===== config.mk =====
export PLATFORM = sky130hd
export DESIGN_NAME = conf_sequencer
export DESIGN_NICKNAME = d
export VERILOG_FILES = /design/src/rtl/conf_sequencer.sv
export SDC_FILE = /design/constraint.sdc
export NUM_CORES = 1
export LEC_CHECK = 0
export ABC_AREA = 1
export ABC_CLOCK_PERIOD_IN_PS = 3100
export BUFFER_PORTS_ARGS = -buffer_cell sky130_fd_sc_hd__buf_2
export CAP_MARGIN = 20
export CELL_PAD_IN_SITES_DETAIL_PLACEMENT = 1
export CELL_PAD_IN_SITES_GLOBAL_PLACEMENT = 1
export CORE_MARGIN = 2
export CORE_UTILIZATION = 34
export CTS_CLUSTER_SIZE = 25
export DETAILED_ROUTE_END_ITERATION = 8
export HOLD_SLACK_MARGIN = 0.12
export PLACE_DENSITY_LB_ADDON = 0.2
export SETUP_SLACK_MARGIN = 0.2
export SLEW_MARGIN = 20
export SYNTH_ARGS = -nofsm -noshare
export SYNTH_HDL_FRONTEND = slang
export SYNTH_SLANG_ARGS = --single-unit

===== constraint.sdc =====
create_clock -name conf_clk -period 3.1 [get_ports conf_clk]
set_clock_uncertainty 0.05 [all_clocks]
set_input_delay 0.155 -clock conf_clk [delete_from_list [all_inputs] [get_ports conf_clk]]
set_output_delay 0.155 -clock conf_clk [all_outputs]
set_load 0.005 [all_outputs]

===== src/rtl/conf_sequencer.sv =====
// conf_sequencer: buffers one target's configuration words, bursts them
// on conf_bus/sel/output_selector, then waits for that target's conf_ack.
//
// Ports:
//   conf_clk, reset (sync, active-low)
//   in_data/in_valid/in_ready : header and data word stream from the loader
//   conf_ack_vec              : per-target ack, indexed by select ID
//   conf_bus/sel/output_selector : burst to the selected target (sel 0 = idle)
//   busy, conf_done, err, err_code : status (err/err_code hold the first error)
// Optional feature: define CONF_SEQ_TIMEOUT_EN to give up on a missing ack
// after ACK_TIMEOUT cycles in WAIT_ACK (error code 3).

module conf_sequencer #(
  parameter int DIMENSION                = 3,
  parameter int SELECT_WIDTH             = 3,
  parameter int ITERATION_VARIABLE_WIDTH = 16,
  parameter int ACK_TIMEOUT              = 64
) (
  input  logic                                conf_clk,
  input  logic                                reset,
  input  logic [ITERATION_VARIABLE_WIDTH-1:0] in_data,
  input  logic                                in_valid,
  output logic                                in_ready,
  input  logic [(2**SELECT_WIDTH)-1:0]        conf_ack_vec,
  output logic [ITERATION_VARIABLE_WIDTH-1:0] conf_bus,
  output logic [SELECT_WIDTH-1:0]             sel,
  output logic [DIMENSION-1:0]                output_selector,
  output logic                                busy,
  output logic                                conf_done,
  output logic                                err,
  output logic [1:0]                          err_code
);

  localparam int W  = ITERATION_VARIABLE_WIDTH;
  localparam int SW = SELECT_WIDTH;
  localparam int IW = (DIMENSION > 1) ? $clog2(DIMENSION) : 1;

  typedef enum logic [2:0] {
    S_IDLE,
    S_LOAD,
    S_BURST,
    S_WAIT,
    S_DONE
  } state_t;

  state_t           r_state;
  state_t           w_state_nx;
  logic [SW-1:0]    r_tgt;
  logic [SW-1:0]    w_tgt_nx;
  logic [3:0]       r_cnt;
  logic [3:0]       w_cnt_nx;
  logic [IW-1:0]    r_idx;
  logic [IW-1:0]    w_idx_nx;
  logic             r_drop;
  logic             w_drop_nx;
  logic [W-1:0]     r_buf [DIMENSION];

  logic             r_in_ready;
  logic [W-1:0]     r_bus;
  logic [W-1:0]     w_bus_nx;
  logic [SW-1:0]    r_sel;
  logic [SW-1:0]    w_sel_nx;
  logic [DIMENSION-1:0] r_osel;
  logic [DIMENSION-1:0] w_osel_nx;
  logic             r_busy;
  logic             r_done;
  logic             r_err;
  logic             w_err_nx;
  logic [1:0]       r_code;
  logic [1:0]       w_code_nx;

  logic [SW-1:0]    w_htgt;
  logic [3:0]       w_hcnt;
  logic             w_hbad;
  logic             w_acc;
  logic             w_last;
  logic             w_ack;
  logic             w_tmo;
  logic [IW-1:0]    w_idx_inc;
  logic [DIMENSION-1:0] w_mask;
  logic             w_set_err;
  logic [1:0]       w_err_val;

  assign w_acc     = in_valid & r_in_ready;
  assign w_htgt    = in_data[SW-1:0];
  assign w_hcnt    = in_data[SW+3:SW];
  assign w_hbad    = (w_hcnt == 4'd0) ||
                     (32'(w_hcnt) > 32'(DIMENSION));
  // r_idx is the word slot in LOAD and the beat number in BURST
  assign w_last    = (32'(r_idx) == 32'(r_cnt) - 32'd1);
  assign w_idx_inc = r_idx + 1'b1;
  assign w_ack     = conf_ack_vec[r_tgt];

  always_comb begin
    w_mask = '0;
    for (int j = 0; j < DIMENSION; j++) begin
      w_mask[j] = (32'(j) < 32'(r_cnt));
    end
  end

`ifdef CONF_SEQ_TIMEOUT_EN
  localparam int TW = $clog2(ACK_TIMEOUT + 1);

  logic [TW-1:0] r_tmo;

  always_ff @(posedge conf_clk) begin
    if (!reset) begin
      r_tmo <= '0;
    end else if (r_state == S_WAIT) begin
      r_tmo <= r_tmo + 1'b1;
    end else begin
      r_tmo <= '0;
    end
  end

  assign w_tmo = (r_state == S_WAIT) &&
                 (32'(r_tmo) == 32'(ACK_TIMEOUT - 1));
`else
  assign w_tmo = 1'b0;
`endif

  always_comb begin
    w_state_nx = r_state;
    w_tgt_nx   = r_tgt;
    w_cnt_nx   = r_cnt;
    w_idx_nx   = r_idx;
    w_drop_nx  = r_drop;
    w_bus_nx   = '0;
    w_sel_nx   = '0;
    w_osel_nx  = r_osel;
    w_set_err  = 1'b0;
    w_err_val  = 2'd0;

    unique case (r_state)
      S_IDLE: begin
        if (w_acc) begin
          if (w_htgt == '0) begin
            w_state_nx = S_DONE;
          end else if (w_hbad) begin
            w_set_err = 1'b1;
            w_err_val = 2'd1;
          end else begin
            // an already-acked target still gets its words drained
            w_tgt_nx   = w_htgt;
            w_cnt_nx   = w_hcnt;
            w_idx_nx   = '0;
            w_drop_nx  = conf_ack_vec[w_htgt];
            w_set_err  = conf_ack_vec[w_htgt];
            w_err_val  = 2'd2;
            w_state_nx = S_LOAD;
          end
        end
      end
      S_LOAD: begin
        if (w_acc) begin
          w_idx_nx = w_idx_inc;
          if (w_last) begin
            w_idx_nx = '0;
            if (r_drop) begin
              w_state_nx = S_IDLE;
            end else begin
              // beat 0 goes out on the very next cycle; with a
              // single-word set it is the word arriving now
              w_state_nx = S_BURST;
              w_sel_nx   = r_tgt;
              w_osel_nx  = w_mask;
              w_bus_nx   = (r_cnt == 4'd1) ? in_data : r_buf[0];
            end
          end
        end
      end
      S_BURST: begin
        if (w_last) begin
          w_idx_nx   = '0;
          w_state_nx = S_WAIT;
        end else begin
          w_idx_nx = w_idx_inc;
          w_sel_nx = r_tgt;
          w_bus_nx = r_buf[w_idx_inc];
        end
      end
      S_WAIT: begin
        if (w_ack) begin
          w_osel_nx  = '0;
          w_state_nx = S_IDLE;
        end else if (w_tmo) begin
          w_osel_nx  = '0;
          w_set_err  = 1'b1;
          w_err_val  = 2'd3;
          w_state_nx = S_IDLE;
        end
      end
      S_DONE: begin
        w_state_nx = S_DONE;
      end
      default: begin
        w_state_nx = S_IDLE;
      end
    endcase

    w_err_nx  = r_err;
    w_code_nx = r_code;
    if (w_set_err && !r_err) begin
      w_err_nx  = 1'b1;
      w_code_nx = w_err_val;
    end
  end

  always_ff @(posedge conf_clk) begin
    if (!reset) begin
      r_state    <= S_IDLE;
      r_tgt      <= '0;
      r_cnt      <= '0;
      r_idx      <= '0;
      r_drop     <= 1'b0;
      r_in_ready <= 1'b0;
      r_bus      <= '0;
      r_sel      <= '0;
      r_osel     <= '0;
      r_busy     <= 1'b0;
      r_done     <= 1'b0;
      r_err      <= 1'b0;
      r_code     <= 2'd0;
    end else begin
      r_state    <= w_state_nx;
      r_tgt      <= w_tgt_nx;
      r_cnt      <= w_cnt_nx;
      r_idx      <= w_idx_nx;
      r_drop     <= w_drop_nx;
      r_in_ready <= (w_state_nx == S_IDLE) ||
                    (w_state_nx == S_LOAD);
      r_bus      <= w_bus_nx;
      r_sel      <= w_sel_nx;
      r_osel     <= w_osel_nx;
      r_busy     <= (w_state_nx == S_LOAD)  ||
                    (w_state_nx == S_BURST) ||
                    (w_state_nx == S_WAIT);
      r_done     <= (w_state_nx == S_DONE);
      r_err      <= w_err_nx;
      r_code     <= w_code_nx;
    end
  end

  always_ff @(posedge conf_clk) begin
    if (!reset) begin
      for (int k = 0; k < DIMENSION; k++) begin
        r_buf[k] <= '0;
      end
    end else if ((r_state == S_LOAD) && w_acc) begin
      r_buf[r_idx] <= in_data;
    end
  end

  assign in_ready        = r_in_ready;
  assign conf_bus        = r_bus;
  assign sel             = r_sel;
  assign output_selector = r_osel;
  assign busy            = r_busy;
  assign conf_done       = r_done;
  assign err             = r_err;
  assign err_code        = r_code;

endmodule


==> impl_results.md <==
- Tot Pwr: 2.81 mW
- Shortest period the worst path allows: 2.15 ns
- Synth async-reset ratio: 0%
- #FFs+latches synth: 105
- Post-Syn Nets: between 500 and 600
- Worst setup SP type: flop
- Die area: 0.0148 mm²
- Post-CTS sizing: 0
- Diode count: 0
- Port bufs: 54
- Crit path max-delay cell type: dfxtp_1
- Avg Inst Size Synth: 8.92 µm²
- Most common cell in the synthesized netlist: nor2_1
- Drt pass-1 iters: 4
- RSZ-0062 raised after global routing: false
- Largest area contributor in the netlist: edfxtp_1
- WP data required: 3.34 ns
- Switching Power: 654 µW
- Post-synth top flop: edfxtp_1
- H-tree levels: 3
- CTS tree: yes
- Largest net degree at the start of global routing: 37
- DP HPWL: 9.00 mm
- Max Fclk: between 0.4 and 0.5 GHz
- DRT antenna net count: 0
- Tcrit/Tclk final: 69.4%
- Worst Tran Pin Value: 0.577 ns
- Synth Instances: 529
- Vias per Instance: roughly 5
- CP endpoint kind: flop
- Seq/Total Area, Yosys: 58.1%
- Design area: 0.00565 mm²
- # DRC: 0
- Setup TNS: 0 ns
- Syn. warnings: 0
- CP max stage delay: 0.42 ns
- Gr usage total: 19.2%
- Slew HR: 61.5%
- Leakage: 2.32 nW
- Fraction of layout cells with a size suffix above 1: around 17%
- Placed Area: 0.00518 mm²
- Top delay family on crit path: simple AND/OR/NAND/NOR gates
- Combinational share of power: 6.0%
- Grt ovf: 0
- Bufs and invs on worst path: 3
- Post-synth top area share: 40.7%
- Total CTS buffers: 9
- # IOs: 55
- PwrDens: 498 mW/mm²
- Initial Utilization: 34.4%
- Int Power: between 2 and 2.5 mW
- Flop pwr share: 54.1%
- Peak supply drop: roughly 320 µV
- First-pass GRT wire length: 21.4 mm
- Hold WC Path Type: in2reg
- Nets: around 630
- Max cap viols: 0
- Final core occ: 41.2%
- Status: finished, final reports clean
- WP data arrival: 2.39 ns
- EDFF count, synth: 64
- Final Wtd Congestion: 0.763
- Post-CTS Setup Bufs: 0
- Switching Share: a little under a quarter
- Row count: 43
- Clk sinks: 105
- P&R area growth vs syn: 19.6%
- Top post-synthesis cells by count: nor2_1 (100), nand2_1 (81), edfxtp_1 (64)
- Core Area: 0.0137 mm²
- Antenna violations before repair: 0
- Vias post-DR: 3,951
- Synth unique cells: 29
- Clock latency at the later pin of the worst-skew pair: 0.36 ns
- Number of global-route vias before repair: slightly above 4,000
- Area contributors post-synth: edfxtp_1 (41%), dfxtp_1 (17%), nor2_1 (8.0%), nand2_1 (6.4%), o21ai_0 (5.7%)
- Clock Tree Buf Depth: 2
- Iter 0 DRT Violations: 197
- Post-Synthesis Cell Area: between 0.004 and 0.005 mm²
- Crit-path cells: inv_1 > ha_1 > inv_1 > nand2_1 > nand2_1 > nand3_2 > nor2_4 > buf_4 > o311ai_1 > a21oi_1
- Critical Path Fanout Max: 13
- Setup slack, reg-to-reg: 0.95 ns
- Fin. Hold Viols: 0
- Final Setup Violations: 0
- Avg WL per Cell: 17.3 µm
- Clock network fraction of total power: around 40%
- WS Path Type: reg2reg
- CTS Root Cell: clkbuf_16
- Die X: 122 µm
- Final WL: 13.5 mm
- Clock-pin slew on the worst setup and hold paths: 0.07 ns
- Chip Height: 122 µm
- Fin. max-slew vios: 0
==> flip-flops by register name, indices dropped and copies added, names as in the netlist <==
signal and count:
busy 1, conf_bus 16, conf_done 1, err 1, err_code 2, in_ready 1, output_selector 3, r_buf 64
r_cnt 4, r_drop 1, r_idx 2, r_state 3, r_tgt 3, sel 3
==> kinds of logic (layout without fill, tap and decap cells) <==
family / Yosys count / count (layout) / share of synthesized area (%)
compound gates: 114 / 114 / 12.7
simple gates: 233 / 233 / 20.9
flops: 105 / 105 / 58.1
xor+xnor: 1 / 1 / 0.186
fa+ha+maj: 8 / 8 / 2.12
buf+inv: 68 / 141 / 6.04
==> placed cells by master, fill, tap and decap left out <==
master and count:
nand2_1 81, ha_1 8, nor3b_2 1, buf_2 54, dfxtp_1 41, clkbuf_16 9, nor3_1 7, inv_2 6
o311ai_1 1, clkinvlp_4 4, nand2_2 4, o211ai_1 1, inv_1 37, a21oi_1 34, o22ai_1 16, nor2_1 100
nor2_4 2, a31oi_1 2, dlygate4sd3_1 16, o21ai_0 54, nand3_2 1, xnor2_1 1, clkbuf_8 2, nand3_1 32
inv_6 1, nor3_4 1, nor2_2 3, buf_8 1, nor3_2 1, o21ai_1 6, buf_4 11, edfxtp_1 64
==> power by group through the flow <==
stage | Combinational, mW | Clock, mW | Sequential [mW]
after CTS | 0.169 | 1.15 | 1.52
after global placement | 0.148 | 0 | 1.55
after global routing | 0.189 | 1.21 | 1.52
final | 0.168 | 1.12 | 1.52
after detailed placement | 0.153 | 0 | 1.55
after floorplan | 0.0857 | 0 | 1.55
==> stage by stage <==
stage	instances	setup WS [ns]	hold slack (ns)
floorplan	529	0.706	0.204
global placement	749	1.00	0.296
detailed placement	749	0.944	0.299
CTS	781	0.920	0.138
global route	782	0.733	0.155
finish	782	0.950	0.147
==> worst min-delay path, cell delays in order <==
cell	delay, ns
buf_2	0.21
nand2_1	0.11
inv_1	0.03
==> worst paths after layout <==
check                           from  cells past startpoint                 end
hold reg to reg   output_selector[2]                      2  output_selector[2]
setup reg to reg            r_cnt[0]                     10  output_selector[2]
hold / removal                 reset                      3          r_state[0]
setup / recovery            r_cnt[0]                     10  output_selector[2]
==> repair_timing <==
item,4_1_cts,5_1_grt
endpoints found under the setup margin,0,0
hold endpoints to repair,24,0
hold buffers,16,0
==> per-layer routing <==
metal	wire length, µm	GRT usage [%]	vias to the layer above
met5	0	0	-
met3	558	4.49	23
met2	6810	33.8	68
li1	-	-	1908
met1	5800	22.7	1952
met4	350	7.69	0
==> area by class of cell <==
cell class,instances,area [µm²]
Timing Repair Buffer,82,528
Fill cell,1631,8070
Inverter,43,161
Clock buffer,11,253
Multi-Input combinational cell,356,1700
Clock inverter,5,38.8
Sequential cell,105,2740
Tap cell,180,225
Note: power is estimated with default switching activity, not from simulation.
